## src/rtl/hex_display_mux.sv

```systemverilog
// hex_display_mux
// Time-multiplexes two hex digits onto one shared 7-segment decoder and two
// common-anode displays. Each digit is preceded by a blanking interval, with
// both anodes off, so the decoder output settles before an anode turns on.
// New digit values are captured on a load strobe. They are applied only at
// frame boundaries, so both digits of one frame always belong together.
//
// Parameters:
//   DIV_CYCLES   - cycles each digit is lit (>= 1)
//   BLANK_CYCLES - cycles both anodes are off before each digit (0 = no blanking)
//
// Ports:
//   clk         - clock
//   reset       - synchronous, active-low reset
//   load        - capture strobe for digit0/digit1
//   digit0      - hex value for display 0
//   digit1      - hex value for display 1
//   s           - nibble to the segment decoder
//   an          - active-low anode enables (an[0] = display 0, an[1] = display 1)
//   blank       - high while both anodes are off
//   frame_start - one-cycle pulse on the first cycle of each frame
module hex_display_mux #(
  parameter int DIV_CYCLES   = 50000,
  parameter int BLANK_CYCLES = 500
) (
  input  logic       clk,
  input  logic       reset,
  input  logic       load,
  input  logic [3:0] digit0,
  input  logic [3:0] digit1,
  output logic [3:0] s,
  output logic [1:0] an,
  output logic       blank,
  output logic       frame_start
);

  localparam int MAX_LEN = (DIV_CYCLES > BLANK_CYCLES) ? DIV_CYCLES : BLANK_CYCLES;
  localparam int CW      = (MAX_LEN > 1) ? $clog2(MAX_LEN) : 1;
  localparam bit HAS_BLANK = (BLANK_CYCLES > 0);
  localparam logic [CW-1:0] DIV_LAST   = CW'(DIV_CYCLES - 1);
  localparam logic [CW-1:0] BLANK_LAST = CW'(HAS_BLANK ? BLANK_CYCLES - 1 : 0);

  typedef enum logic [1:0] {
    BLANK0 = 2'd0,
    SHOW0  = 2'd1,
    BLANK1 = 2'd2,
    SHOW1  = 2'd3
  } state_t;

  // With no blanking the frame begins directly in SHOW0.
  localparam state_t FIRST_STATE = state_t'(HAS_BLANK ? 2'd0 : 2'd1);

  state_t          r_state;
  state_t          w_nextState;
  logic [CW-1:0]   r_counter;
  logic            w_stateDone;
  logic            w_frameWrap;
  logic [3:0]      r_pending0;
  logic [3:0]      r_pending1;
  logic [3:0]      r_disp0;
  logic [3:0]      r_disp1;

  // State register and dwell counter; the counter clears on every state change.
  always_ff @(posedge clk) begin
    if (!reset) begin
      r_state   <= FIRST_STATE;
      r_counter <= '0;
    end else if (w_stateDone) begin
      r_state   <= w_nextState;
      r_counter <= '0;
    end else begin
      r_counter <= r_counter + CW'(1);
    end
  end

  // Next-state logic: each state ends when its counter reaches length-1.
  always_comb begin
    w_nextState = r_state;
    w_stateDone = 1'b0;
    case (r_state)
      BLANK0: begin
        w_stateDone = (r_counter == BLANK_LAST);
        w_nextState = SHOW0;
      end
      SHOW0: begin
        w_stateDone = (r_counter == DIV_LAST);
        w_nextState = HAS_BLANK ? BLANK1 : SHOW1;
      end
      BLANK1: begin
        w_stateDone = (r_counter == BLANK_LAST);
        w_nextState = SHOW1;
      end
      SHOW1: begin
        w_stateDone = (r_counter == DIV_LAST);
        w_nextState = HAS_BLANK ? BLANK0 : SHOW0;
      end
      default: begin
        w_stateDone = 1'b1;
        w_nextState = FIRST_STATE;
      end
    endcase
  end

  // Leaving SHOW1 is the edge that starts a new frame.
  assign w_frameWrap = (r_state == SHOW1) && w_stateDone;

  // Pending registers follow every load. The displayed pair only changes at a
  // frame boundary, and a load on that same edge goes straight to the display.
  always_ff @(posedge clk) begin
    if (!reset) begin
      r_pending0 <= 4'h0;
      r_pending1 <= 4'h0;
      r_disp0    <= 4'h0;
      r_disp1    <= 4'h0;
    end else begin
      if (load) begin
        r_pending0 <= digit0;
        r_pending1 <= digit1;
      end
      if (w_frameWrap) begin
        r_disp0 <= load ? digit0 : r_pending0;
        r_disp1 <= load ? digit1 : r_pending1;
      end
    end
  end

  // Moore output decode. Blank states pre-drive the upcoming digit so the
  // decoder has settled before its anode turns on. While reset is held, the
  // displays are forced dark, which also covers the no-blanking build whose
  // reset state is a SHOW state.
  always_comb begin
    an          = 2'b11;
    blank       = 1'b1;
    s           = r_disp0;
    frame_start = (r_state == FIRST_STATE) && (r_counter == '0);
    case (r_state)
      BLANK0: s = r_disp0;
      SHOW0: begin
        an    = 2'b10;
        blank = 1'b0;
        s     = r_disp0;
      end
      BLANK1: s = r_disp1;
      SHOW1: begin
        an    = 2'b01;
        blank = 1'b0;
        s     = r_disp1;
      end
      default: s = r_disp0;
    endcase
    if (!reset) begin
      an          = 2'b11;
      blank       = 1'b1;
      s           = 4'h0;
      frame_start = 1'b0;
    end
  end

endmodule
```

## config.mk

```make
export PLATFORM = sky130hd
export DESIGN_NAME = hex_display_mux
export DESIGN_NICKNAME = d
export VERILOG_FILES = /design/src/rtl/hex_display_mux.sv
export SDC_FILE = /design/constraint.sdc
export NUM_CORES = 1
export LEC_CHECK = 0
export BUFFER_PORTS_ARGS = -buffer_cell sky130_fd_sc_hd__buf_2
export CAP_MARGIN = 20
export CORE_MARGIN = 4
export CORE_UTILIZATION = 54
export CTS_BUF_LIST = sky130_fd_sc_hd__clkbuf_2 sky130_fd_sc_hd__clkbuf_4 sky130_fd_sc_hd__clkbuf_8
export DETAILED_ROUTE_END_ITERATION = 10
export PLACE_DENSITY = 0.77
export REMOVE_ABC_BUFFERS = 1
export SETUP_SLACK_MARGIN = 0.4
export SYNTH_ARGS = -nofsm -noshare
export SYNTH_HDL_FRONTEND = slang
export SYNTH_SLANG_ARGS = --single-unit
```

## constraint.sdc

```tcl
create_clock -name clk -period 2.1 [get_ports clk]
set_clock_uncertainty 0.05 [all_clocks]
set_input_delay 0.42 -clock clk [delete_from_list [all_inputs] [get_ports clk]]
set_output_delay 0.42 -clock clk [all_outputs]
set_load 0.02 [all_outputs]
```

==> reports/metrics.yaml, run 1 <==
drt-initial-drc-count: 70
timing.max_slew.rel_slack: 0.6817
post_synth_xor_area_fraction: 0.05658
start_kind: "flop"
finish.net_count: 240
worst-setup-path-type: "reg2out"
groute.layer.met2.usage: 0.4155
worstPathRequired_ns: 1.63
synthesis.area_um2: 1703
total_power_mw: 1.105
synthesized_area_divided_by_synthesized_cell_count_um2: 9.255
tritoncts.num_buffers: 5
synth-compound-area-share: 0.07641
drt_pre_antenna_iters: 5
dp.final_hpwl_mm: 2.560
synth_sequential_area_ratio: 0.3997
root_buffer: "sky130_fd_sc_hd__clkbuf_4"
r2r-end: "r_disp1[3]"
crit_path_max_fanout: 2
route.detailed.wl_per_inst_um: 17.10
ys_ff_latch: 34
overflow: 0
setup_violations: 1
power_per_cell_area_nw_per_um2: 466.5
syn_inst: 184
holdCritPathClass: "in2reg"
post_synth_fa_ha_maj_area_fraction: 0.05878
preCtsSetupSlack_ns: -0.1052
ys_types: 36
synth_top_area_cell: "sky130_fd_sc_hd__dfxtp_1"
antenna_violating_nets_remaining: 0
status: "finished with violations"
unrepaired_setup_endpoints_after_global_routing: "yes"
grt_first_pass_wirelength_mm: 6.996
groute.layer.met1.usage: 0.2387
floorplan.die_area_um2: 4116
core.rowCount: 20
rr_worst_depth: 4
max_cap_viol_count: 0
die-width_um: 64.16
tightest_slew_ns: 0.4770
clk_latency_ns: 0.34
final.period_utilization: 1.035
final_util: 0.7826
layout_min_cycle_time_ns: 2.174
cp-endpoint: "frame_start"
core-area_um2: 3028
io_buffers: 18
yosysTopAreaCellShare: 0.3997
yosys_warnings: 0
weighted_congestion_at_the_end_of_routability_driven_global_placement: 0.9018
antenna-diode-count: 0
drcViolationCount: 0
wl_mm: 4.515
vias_per_cell: 5.602
synth_mux_area_frac: 0.1234
cts_max_level: 2
clk_path_buf_depth: 2
failing_checks: "negative setup slack"
global_route.usage.total: 0.2226
grt-busiest-layer: "met2"
hold_viol_final: 0
worstSetupEndpointType: "primary output"
power.static_leakage_nw: 0.8933
grt_util_met3: 0.04394
slew_viol_final: 0
critPathArrivalTime_ns: 1.70
regToRegStartpoint: "r_counter[12]"
tritoncts: "done"
maximum_number_of_pins_on_one_net_before_global_route_repair: 18
synth_top_family_by_area: "simple AND/OR/NAND/NOR gates"
cp-startpoint: "r_counter[12]"
synth-simple-area-share: 0.2432
flop2flop_setup_slack_ns: 0.06
route.vias.total: 1479
path_clk_slew_ns: 0.09
vdd.ir_drop.worst_v: 0.0003262
postLayoutSetupSlackWorst_ns: -0.07393
clock-sinks: 34
grt_antenna_before_repair: 0
vias_in_the_first_global_route: 1520
max_freq_mhz: 460.0
die_height_um: 64.16
drive_gt1_frac: 0.4409
floorplan.io_pins: 19
post_synth_main_area_contributors: "sky130_fd_sc_hd__dfxtp_1 (40%), sky130_fd_sc_hd__mux2_4 (7.1%), sky130_fd_sc_hd__ha_1 (5.9%)"
initial_utilization: 0.5624
area.growth.synth_to_final_pct: 39.16
[cells by family (layout without fill, tap and decap cells)]
| kind of cell | Yosys count | after routing |
|---|---|---|
| buf+inv | 16 | 52 |
| mux | 17 | 17 |
| simple gates | 78 | 78 |
| xor+xnor | 11 | 11 |
| flops | 34 | 34 |
| compound gates | 20 | 20 |
| fa+ha+maj | 8 | 8 |
[worst min-delay path by stage]
stage,cells after the start,slack (ns),start,endpoint
6_report,3,0.33,digit0[0],r_pending0[0]
5_1_grt,3,0.35,digit0[0],r_pending0[0]
4_1_cts,3,0.34,digit0[2],r_pending0[2]
3_5_place_dp,1,0.44,r_counter[0],r_counter[0]
3_3_place_gp,1,0.43,r_counter[0],r_counter[0]
2_1_floorplan,2,0.42,r_counter[15],r_counter[15]
[cells in the final DEF (no fill, tap or decap), types with 6 or more instances in the layout]
master,netlist,layout
sky130_fd_sc_hd__inv_1,7,6
sky130_fd_sc_hd__xor2_1,6,6
sky130_fd_sc_hd__nor3_4,0,10
sky130_fd_sc_hd__mux2_4,8,8
sky130_fd_sc_hd__dfxtp_1,34,29
sky130_fd_sc_hd__buf_4,1,19
sky130_fd_sc_hd__buf_6,1,7
sky130_fd_sc_hd__nor2_1,12,10
sky130_fd_sc_hd__and2_1,10,10
sky130_fd_sc_hd__nand2_1,15,12
sky130_fd_sc_hd__nand3_1,7,7
sky130_fd_sc_hd__buf_2,0,11
sky130_fd_sc_hd__mux2i_1,9,9
[metal layers]
layer,up-vias,part of all wire
li1,718,-
met1,717,0.37
met3,11,0.033
met4,0,0.031
met5,-,0
met2,33,0.56
[metrics by stage]
| step | cells | instance area [um^2] | setup TNS, ns | hold slack [ns] |
|---|---|---|---|---|
| after floorplan | 175 | 1658 | -0.2908 | 0.4196 |
| after global routing | 264 | 2370 | -0.1220 | 0.3457 |
| after detailed placement | 248 | 1886 | -0.9841 | 0.4446 |
| final | 264 | 2370 | -0.07393 | 0.3264 |
| after CTS | 258 | 2223 | -0.03031 | 0.3419 |
| after global placement | 248 | 1886 | -0.4155 | 0.4317 |
[worst max-delay path, cell delays in order, from the launching register on]
cell and delay, ns:
sky130_fd_sc_hd__dfxtp_2 0.33, sky130_fd_sc_hd__or4_4 0.53, sky130_fd_sc_hd__buf_6 0.14, sky130_fd_sc_hd__nor4_4 0.17
sky130_fd_sc_hd__buf_4 0.19
[cell type report]
class	instances	area, um^2
timing repair buffer	39	311.5
sequential	34	691.9
fill	197	658.1
inverter	7	26.28
multi-input combinational	134	1234
clock buffer	6	51.30
tap	44	55.05
[where the power goes]
part / internal (mW) / switching (mW)
Clock: 0.151 / 0.202
Sequential: 0.656 / 0.0102
Combinational: 0.0344 / 0.0522
[synthesized netlist by cell type]
master,number
sky130_fd_sc_hd__a2111oi_0,1
sky130_fd_sc_hd__a211o_1,1
sky130_fd_sc_hd__a211oi_1,3
sky130_fd_sc_hd__a21oi_1,4
sky130_fd_sc_hd__a21oi_2,1
sky130_fd_sc_hd__and2_1,10
sky130_fd_sc_hd__and3_1,2
sky130_fd_sc_hd__and4_1,2
sky130_fd_sc_hd__buf_1,1
sky130_fd_sc_hd__buf_4,1
sky130_fd_sc_hd__buf_6,1
sky130_fd_sc_hd__clkbuf_1,6
sky130_fd_sc_hd__dfxtp_1,34
sky130_fd_sc_hd__ha_1,8
sky130_fd_sc_hd__inv_1,7
sky130_fd_sc_hd__mux2_4,8
sky130_fd_sc_hd__mux2i_1,9
sky130_fd_sc_hd__nand2_1,15
sky130_fd_sc_hd__nand3_1,7
sky130_fd_sc_hd__nand4_1,4
sky130_fd_sc_hd__nor2_1,12
sky130_fd_sc_hd__nor3_1,16
sky130_fd_sc_hd__nor3b_1,2
sky130_fd_sc_hd__nor4_1,1
sky130_fd_sc_hd__nor4bb_1,1
sky130_fd_sc_hd__o21ai_0,7
sky130_fd_sc_hd__o21ba_2,1
sky130_fd_sc_hd__o31ai_1,1
sky130_fd_sc_hd__o41ai_1,1
sky130_fd_sc_hd__or3_1,2
sky130_fd_sc_hd__or3_2,1
sky130_fd_sc_hd__or4_1,1
sky130_fd_sc_hd__or4_4,1
sky130_fd_sc_hd__or4b_2,1
sky130_fd_sc_hd__xnor2_1,5
sky130_fd_sc_hd__xor2_1,6
[flip-flops by register name, indices dropped and copies added, names as in the netlist]
register and flops:
r_counter 16, r_disp0 4, r_disp1 4, r_pending0 4, r_pending1 4, r_state 2
[timing repair]
item | in CTS | in global routing
pin swaps | 20 | 7
setup buffers | 4 | 6
hold buffers | 0 | 0
gates resized for setup | 59 | 24
endpoints found under the setup margin | 33 | 33
endpoints found under the hold margin | 0 | 0
(Power assumes the default switching activity.)
==> inputs of run 2 (changes only) <==
--- a/config.mk
+++ b/config.mk
@@ -8,10 +8,10 @@
 export BUFFER_PORTS_ARGS = -buffer_cell sky130_fd_sc_hd__buf_2
 export CAP_MARGIN = 20
 export CORE_MARGIN = 4
-export CORE_UTILIZATION = 54
+export CORE_UTILIZATION = 60
 export CTS_BUF_LIST = sky130_fd_sc_hd__clkbuf_2 sky130_fd_sc_hd__clkbuf_4 sky130_fd_sc_hd__clkbuf_8
 export DETAILED_ROUTE_END_ITERATION = 10
-export PLACE_DENSITY = 0.77
+export PLACE_DENSITY = 0.81
 export REMOVE_ABC_BUFFERS = 1
 export SETUP_SLACK_MARGIN = 0.4
 export SYNTH_ARGS = -nofsm -noshare
==> constraint.sdc (replaced) <==
create_clock -name clk -period 2.4 [get_ports clk]
set_clock_uncertainty 0.05 [all_clocks]
set_input_delay 0.48 -clock clk [delete_from_list [all_inputs] [get_ports clk]]
set_output_delay 0.48 -clock clk [all_outputs]
set_load 0.02 [all_outputs]
==> run 2 against run 1 <==
  * The run now ends clean
  * Critical endpoint unchanged
  * Via count fell by 1.3%
  * First-iteration DRC count increased by 19%
  * Combinational power is 24% lower
  * Critical path type unchanged
  * Sequential power is 13% lower
  * Routed wire length down 9.8%
  * Non-clock buffer count is 12 lower
  * Total power is 6.6% higher
  * Sequential share of layout area rose by 4.4 points
  * Global-route usage increased by 0.54 points
  * Clock power is 51% higher
==> reports/metrics.yaml, run 2 (synthesized netlist as in run 1, its figures left out) <==
cts_max_level: 2  # unchanged
grt_first_pass_wirelength_mm: 6.203  # was 6.996 mm
layout_commonest_cell: "sky130_fd_sc_hd__dfxtp_1"  # unchanged
die-width_um: 61.28  # was 64.16 um
setup_violations: 0  # was 1
regMostFlops: "r_counter"  # unchanged
rr_worst_depth: 4  # unchanged
route.vias.total: 1460  # was 1479
drcViolationCount: 0  # unchanged
start_kind: "flop"  # unchanged
wl_mm: 4.071  # was 4.515 mm
power.static_leakage_nw: 0.8235  # was 0.8933 nW
floorplan.io_pins: 19  # unchanged
clock-sinks: 34  # unchanged
dp.final_hpwl_mm: 2.583  # was 2.560 mm
max_freq_mhz: 466.0
route.detailed.wl_per_inst_um: 16.89  # was 17.10 um
drive_gt1_frac: 0.3333  # was 0.4409
area.growth.synth_to_final_pct: 21.45  # was 39.16%
io_buffers: 18  # unchanged
worstPathRequired_ns: 1.87  # was 1.63 ns
fillCellCount: 184  # was 197
vdd.ir_drop.worst_v: 0.0007650  # was 0.0003262 V
maximum_number_of_pins_on_one_net_before_global_route_repair: 18  # unchanged
initial_utilization: 0.6229  # was 0.5624
weighted_congestion_at_the_end_of_routability_driven_global_placement: 0.8546  # was 0.9018
grt_antenna_before_repair: 0  # unchanged
flop2flop_setup_slack_ns: 0.33  # was 0.06 ns
root_buffer: "sky130_fd_sc_hd__clkbuf_4"  # unchanged
clk_latency_ns: 0.35  # was 0.34 ns
largest_register_ff_count: 16  # unchanged
drt-initial-drc-count: 83  # was 70
highest_count_cells_in_the_layout_ignoring_fill_and_taps: "sky130_fd_sc_hd__dfxtp_1 (25), sky130_fd_sc_hd__nand2_1 (15), sky130_fd_sc_hd__nor3_1 (14), sky130_fd_sc_hd__buf_2 (14), sky130_fd_sc_hd__buf_4 (12)"  # was sky130_fd_sc_hd__dfxtp_1 (29), sky130_fd_sc_hd__buf_4 (19), sky130_fd_sc_hd__nand2_1 (12), sky130_fd_sc_hd__buf_2 (11)
timing.max_slew.rel_slack: 0.6792  # was 0.6817
max_cap_viol_count: 0  # unchanged
r2r-end: "r_disp1[1]"  # was r_disp1[3]
crit_path_max_fanout: 3  # was 2
vias_per_cell: 6.058  # was 5.602
die_height_um: 61.28  # was 64.16 um
holdCritPathClass: "in2reg"  # unchanged
worstSetupEndpointType: "primary output"  # unchanged
antenna-diode-count: 0  # unchanged
layout_min_cycle_time_ns: 2.146
regToRegStartpoint: "r_counter[11]"  # was r_counter[12]
slew_viol_final: 0  # unchanged
status: "finished clean"  # was finished with violations
vias_in_the_first_global_route: 1299  # was 1520
power_per_cell_area_nw_per_um2: 569.7  # was 466.5 nW/um^2
tightest_slew_ns: 0.4806  # was 0.4770 ns
clk_path_buf_depth: 2  # unchanged
tritoncts.num_buffers: 5  # unchanged
overflow: 0  # unchanged
antenna_violating_nets_remaining: 0  # unchanged
unrepaired_setup_endpoints_after_global_routing: "yes"  # unchanged
tritoncts: "done"  # unchanged
placed_cell_area_um2: 1809  # was 1886 um^2
worst-setup-path-type: "reg2out"  # unchanged
cp-endpoint: "frame_start"  # unchanged
final.period_utilization: 0.8941
core.rowCount: 19  # was 20
path_clk_slew_ns: 0.11  # was 0.09 ns
hold_viol_final: 0  # unchanged
drt_pre_antenna_iters: 4  # was 5
setup_tns_ns: 0  # was -0.07393 ns
design_area_um2: 2068  # was 2370 um^2
floorplan.die_area_um2: 3755  # was 4116 um^2
cp-startpoint: "r_counter[11]"  # was r_counter[12]
core-area_um2: 2734  # was 3028 um^2
finish.net_count: 228  # was 240
global_route.usage.total: 0.2280  # was 0.2226
critPathArrivalTime_ns: 1.62  # was 1.70 ns
## run 2: cell count changes in the layout (fill, tap and decap cells not counted), sizes merged
cell	previous run	this run
clkbuf	6	5
bufinv	0	2
buf	39	27
clkinv	0	1
## run 2: cell type report
type | count | area (um^2) | share of cell area
well taps | 31 | 38.79 | 0.01875
multi-input cells | 134 | 1031 | 0.4985
repair buffers | 27 | 171.4 | 0.08288
clock buffers | 5 | 37.54 | 0.01815
flip-flops and latches | 34 | 694.4 | 0.3358
clock inverters | 3 | 68.82 | 0.03327
inverters | 7 | 26.28 | 0.01270
## run 2: worst max-delay path: stages (launching register included)
cell and delay [ns]:
sky130_fd_sc_hd__dfxtp_2 0.34, sky130_fd_sc_hd__or4_4 0.56, sky130_fd_sc_hd__nor4_4 0.18, sky130_fd_sc_hd__buf_4 0.19
## run 2: timing repair
action,in CTS,in global routing
pin swaps,5,2
hold buffers,0,0
setup buffers,4,1
cloned,0,1
setup endpoints to repair,19,32
gates resized for setup,24,11
## run 2: how the worst min path moves through the flow
stage                  start  slack [ns]            end  cells past startpoint
2_1_floorplan  r_counter[15]        0.42  r_counter[15]                      2
3_3_place_gp    r_counter[0]        0.44   r_counter[0]                      1
3_5_place_dp    r_counter[0]        0.45   r_counter[0]                      1
4_1_cts            digit0[0]        0.37  r_pending0[0]                      3
5_1_grt            digit0[3]        0.37  r_pending0[3]                      3
6_report           digit0[0]        0.37  r_pending0[0]                      3
## run 2: power breakdown
group          total [mW]  internal [mW]  switching, mW
Sequential          0.583          0.575        0.00753
Combinational      0.0656         0.0276         0.0380
Clock               0.530          0.326          0.204
## run 2: stage by stage
| stage | hold slack (ns) | std cells | util | total power [mW] | worst slack (ns) |
|---|---|---|---|---|---|
| after floorplan | 0.4196 | 175 | - | 0.6272 | 0.2664 |
| after detailed placement | 0.4460 | 227 | 0.6618 | 0.6560 | 0.1714 |
| final | 0.3728 | 241 | 0.7565 | 1.178 | 0.2542 |
| after global placement | 0.4379 | 227 | 0.6618 | 0.6504 | 0.2123 |
| after CTS | 0.3749 | 239 | 0.7396 | 1.187 | 0.2589 |
| after global routing | 0.3702 | 241 | 0.7565 | 1.225 | 0.1711 |
## run 2: metal layers
layer | wire length, um | up-vias | track usage
met5 | 0 | - | 0
met2 | 2024 | 40 | 0.3656
met3 | 216 | 9 | 0.06499
met1 | 1736 | 711 | 0.2877
met4 | 94 | 0 | 0.09288
li1 | - | 700 | -
==> inputs of run 3 (changes only) <==
--- a/config.mk
+++ b/config.mk
@@ -8,10 +8,10 @@
 export BUFFER_PORTS_ARGS = -buffer_cell sky130_fd_sc_hd__buf_2
 export CAP_MARGIN = 20
 export CORE_MARGIN = 4
-export CORE_UTILIZATION = 60
-export CTS_BUF_LIST = sky130_fd_sc_hd__clkbuf_2 sky130_fd_sc_hd__clkbuf_4 sky130_fd_sc_hd__clkbuf_8
+export CORE_UTILIZATION = 57
+export CTS_BUF_LIST = sky130_fd_sc_hd__clkbuf_16
 export DETAILED_ROUTE_END_ITERATION = 10
-export PLACE_DENSITY = 0.81
+export PLACE_DENSITY = 0.78
 export REMOVE_ABC_BUFFERS = 1
 export SETUP_SLACK_MARGIN = 0.4
 export SYNTH_ARGS = -nofsm -noshare
==> run 3 against run 2 <==
  * Global-route usage up 0.073 points
  * Cell area up 7.5%
  * Via count up 2.5%
  * Register-to-register slack about the same
  * Die area up 4.6%
  * Worst hold slack better by 0.044 ns
  * First-iteration DRC count down 30%
  * Largest power group is now the clock network
  * Highest routed layer unchanged
==> reports/metrics.yaml, run 3 (synthesized netlist as in run 1, its figures left out) <==
switching_share: 0.1929  # was 0.2121
setup_violations: 0  # unchanged
maximum_number_of_pins_on_one_net_before_global_route_repair: 18  # unchanged
worstPathRequired_ns: 2.52  # was 1.87 ns
worst_path_largest_cell_delay_ns: 0.57  # was 0.56 ns
grt_antenna_before_repair: 0  # unchanged
area.growth.synth_to_final_pct: 30.57  # was 21.45%
finish.net_count: 229  # was 228
overflow: 0  # unchanged
path_cells: "or4_4 > or3_4 > a211o_4 > mux2_4"  # was or4_4 > nor4_4 > buf_4
vdd.ir_drop.worst_v: 0.0005542  # was 0.0007650 V
start_kind: "flop"  # unchanged
wl_met1_mm: 1.805  # was 1.736 mm
power.internal_mw: 1.200  # was 0.9284 mW
vias_in_the_first_global_route: 1463  # was 1299
power_frac_clock: 0.562  # was 0.450
die_height_um: 62.66  # was 61.28 um
holdBufCountCts: 0  # unchanged
wl_mm: 4.433  # was 4.071 mm
floorplan.io_pins: 19  # unchanged
tritoncts.num_buffers: 5  # unchanged
top_layer: "met4"  # unchanged
hold_viol_final: 0  # unchanged
seq_power_share: 0.393  # was 0.494
crit_path_max_fanout: 8  # was 3
antenna_violating_nets_remaining: 0  # unchanged
max_freq_mhz: 483.0  # was 466.0 MHz
clk_latency_ns: 0.28  # was 0.35 ns
design_area_um2: 2223  # was 2068 um^2
worstSetupEndpointType: "flop"  # was primary output
vias_per_cell: 6.182  # was 6.058
die-width_um: 62.66  # was 61.28 um
drcViolationCount: 0  # unchanged
bufs_and_invs_on_worst_path: 0  # was 1
critical-path-top-delay-family: "simple AND/OR/NAND/NOR gates"  # unchanged
placed_cell_area_um2: 1809  # unchanged
core-area_um2: 2805  # was 2734 um^2
antenna-diode-count: 0  # unchanged
core.rowCount: 19  # unchanged
drive_gt1_frac: 0.3697  # was 0.3333
floorplan.die_area_um2: 3926  # was 3755 um^2
slew_viol_final: 0  # unchanged
cts_max_level: 2  # unchanged
route.detailed.wl_per_inst_um: 18.32  # was 16.89 um
root_buffer: "sky130_fd_sc_hd__clkbuf_16"  # was sky130_fd_sc_hd__clkbuf_4
layout_commonest_cell: "sky130_fd_sc_hd__dfxtp_1"  # unchanged
initial_utilization: 0.6070  # was 0.6229
holdCritPathClass: "reg2reg"  # was in2reg
total_power_mw: 1.487  # was 1.178 mW
critPathArrivalTime_ns: 2.19  # was 1.62 ns
path_clk_slew_ns: 0.05  # was 0.11 ns
unrepaired_setup_endpoints_after_global_routing: "yes"  # unchanged
clk_path_buf_depth: 2  # unchanged
final.period_utilization: 0.8626  # was 0.8941
dr_wl_met3_um: 262  # was 216 um
highest_count_cells_in_the_layout_ignoring_fill_and_taps: "sky130_fd_sc_hd__dfxtp_1 (27), sky130_fd_sc_hd__nor3_1 (14), sky130_fd_sc_hd__buf_2 (13), sky130_fd_sc_hd__buf_4 (12), sky130_fd_sc_hd__nand2_1 (11)"  # was sky130_fd_sc_hd__dfxtp_1 (25), sky130_fd_sc_hd__nand2_1 (15), sky130_fd_sc_hd__nor3_1 (14), sky130_fd_sc_hd__buf_2 (14), sky130_fd_sc_hd__buf_4 (12)
global_route.usage.total: 0.2287  # was 0.2280
timing.max_slew.rel_slack: 0.6195  # was 0.6792
power.static_leakage_nw: 0.8789  # was 0.8235 nW
max_cap_viol_count: 0  # unchanged
dp.final_hpwl_mm: 2.617  # was 2.583 mm
comb_power_share: 0.045  # was 0.056
cpMaxStageDelayCell: "sky130_fd_sc_hd__or4_4"  # unchanged
weighted_congestion_at_the_end_of_routability_driven_global_placement: 0.8776  # was 0.8546
worst-setup-path-type: "reg2reg"  # was reg2out
netSwitchingPower_mw: 0.2869  # was 0.2500 mW
route.vias.total: 1496  # was 1460
largest_register_ff_count: 16  # unchanged
status: "finished clean"  # unchanged
io_buffers: 18  # unchanged
layout_min_cycle_time_ns: 2.070  # was 2.146 ns
grt_first_pass_wirelength_mm: 7.162  # was 6.203 mm
tritoncts: "done"  # unchanged
drt_pre_antenna_iters: 4  # unchanged
regMostFlops: "r_counter"  # unchanged
drt-initial-drc-count: 58  # was 83
clock-sinks: 34  # unchanged
power_per_cell_area_nw_per_um2: 668.8  # was 569.7 nW/um^2
setup_tns_ns: 0  # unchanged
met2WireLength_mm: 2.233  # was 2.024 mm
timing.hold.ws_ns: 0.4167  # was 0.3728 ns
tightest_slew_ns: 0.5701  # was 0.4806 ns
run 3: cell count changes in the layout (fill, tap and decap cells not counted), sizes merged:
cell / delta
buf: +1
run 3: what timing repair did:
action | in CTS | in global routing
buffers inserted | 2 | 5
hold endpoints to repair | 0 | 0
gates resized for setup | 25 | 25
endpoints found under the setup margin | 16 | 15
pin swaps | 5 | 6
run 3: worst paths after layout:
kind | slack [ns] | cells after the start | to | startpoint
worst min-delay path | 0.42 | 1 | r_counter[0] | r_counter[0]
worst min register to register | 0.42 | 1 | r_counter[0] | r_counter[0]
worst max register to register | 0.33 | 4 | r_disp1[0] | r_counter[11]
worst max-delay path | 0.33 | 4 | r_disp1[0] | r_counter[11]
run 3: final cells by class:
class	count	area [um^2]
clock buffer	5	125.1
clock inverter	3	68.82
fill	173	581.8
inverter	7	31.28
multi-input combinational	134	1079
sequential	34	691.9
tap	31	38.79
timing repair buffer	28	188.9
run 3: worst reg2reg max path, delay by kind of cell (launching register included):
kind / cells / cell delay [ns]
mux: 1 / 0.32
compound gates: 1 / 0.35
flops: 1 / 0.32
simple gates: 2 / 0.92
run 3: stage by stage:
| stage | util | cells | setup WS [ns] |
|---|---|---|---|
| 5_1_grt | 0.7926 | 242 | 0.2841 |
| 4_1_cts | 0.7489 | 237 | 0.3671 |
| 2_1_floorplan | - | 175 | 0.2664 |
| 3_5_place_dp | 0.6450 | 227 | 0.1451 |
| 6_report | 0.7926 | 242 | 0.3298 |
| 3_3_place_gp | 0.6450 | 227 | 0.1887 |
run 3: routing by layer:
metal  track usage  vias to the layer above
li1              -                      697
met5             0                        -
met2        0.3648                       56
met3       0.06295                       16
met4       0.09366                        0
met1        0.2901                      727
run 3: power groups by stage:
| stage | Sequential [mW] | Combinational [mW] | Clock (mW) |
|---|---|---|---|
| after global placement | 0.596 | 0.0544 | 0 |
| after global routing | 0.586 | 0.0739 | 0.874 |
| after floorplan | 0.594 | 0.0327 | 0 |
| after detailed placement | 0.597 | 0.0591 | 0 |
| final | 0.584 | 0.0669 | 0.836 |
| after CTS | 0.585 | 0.0630 | 0.838 |
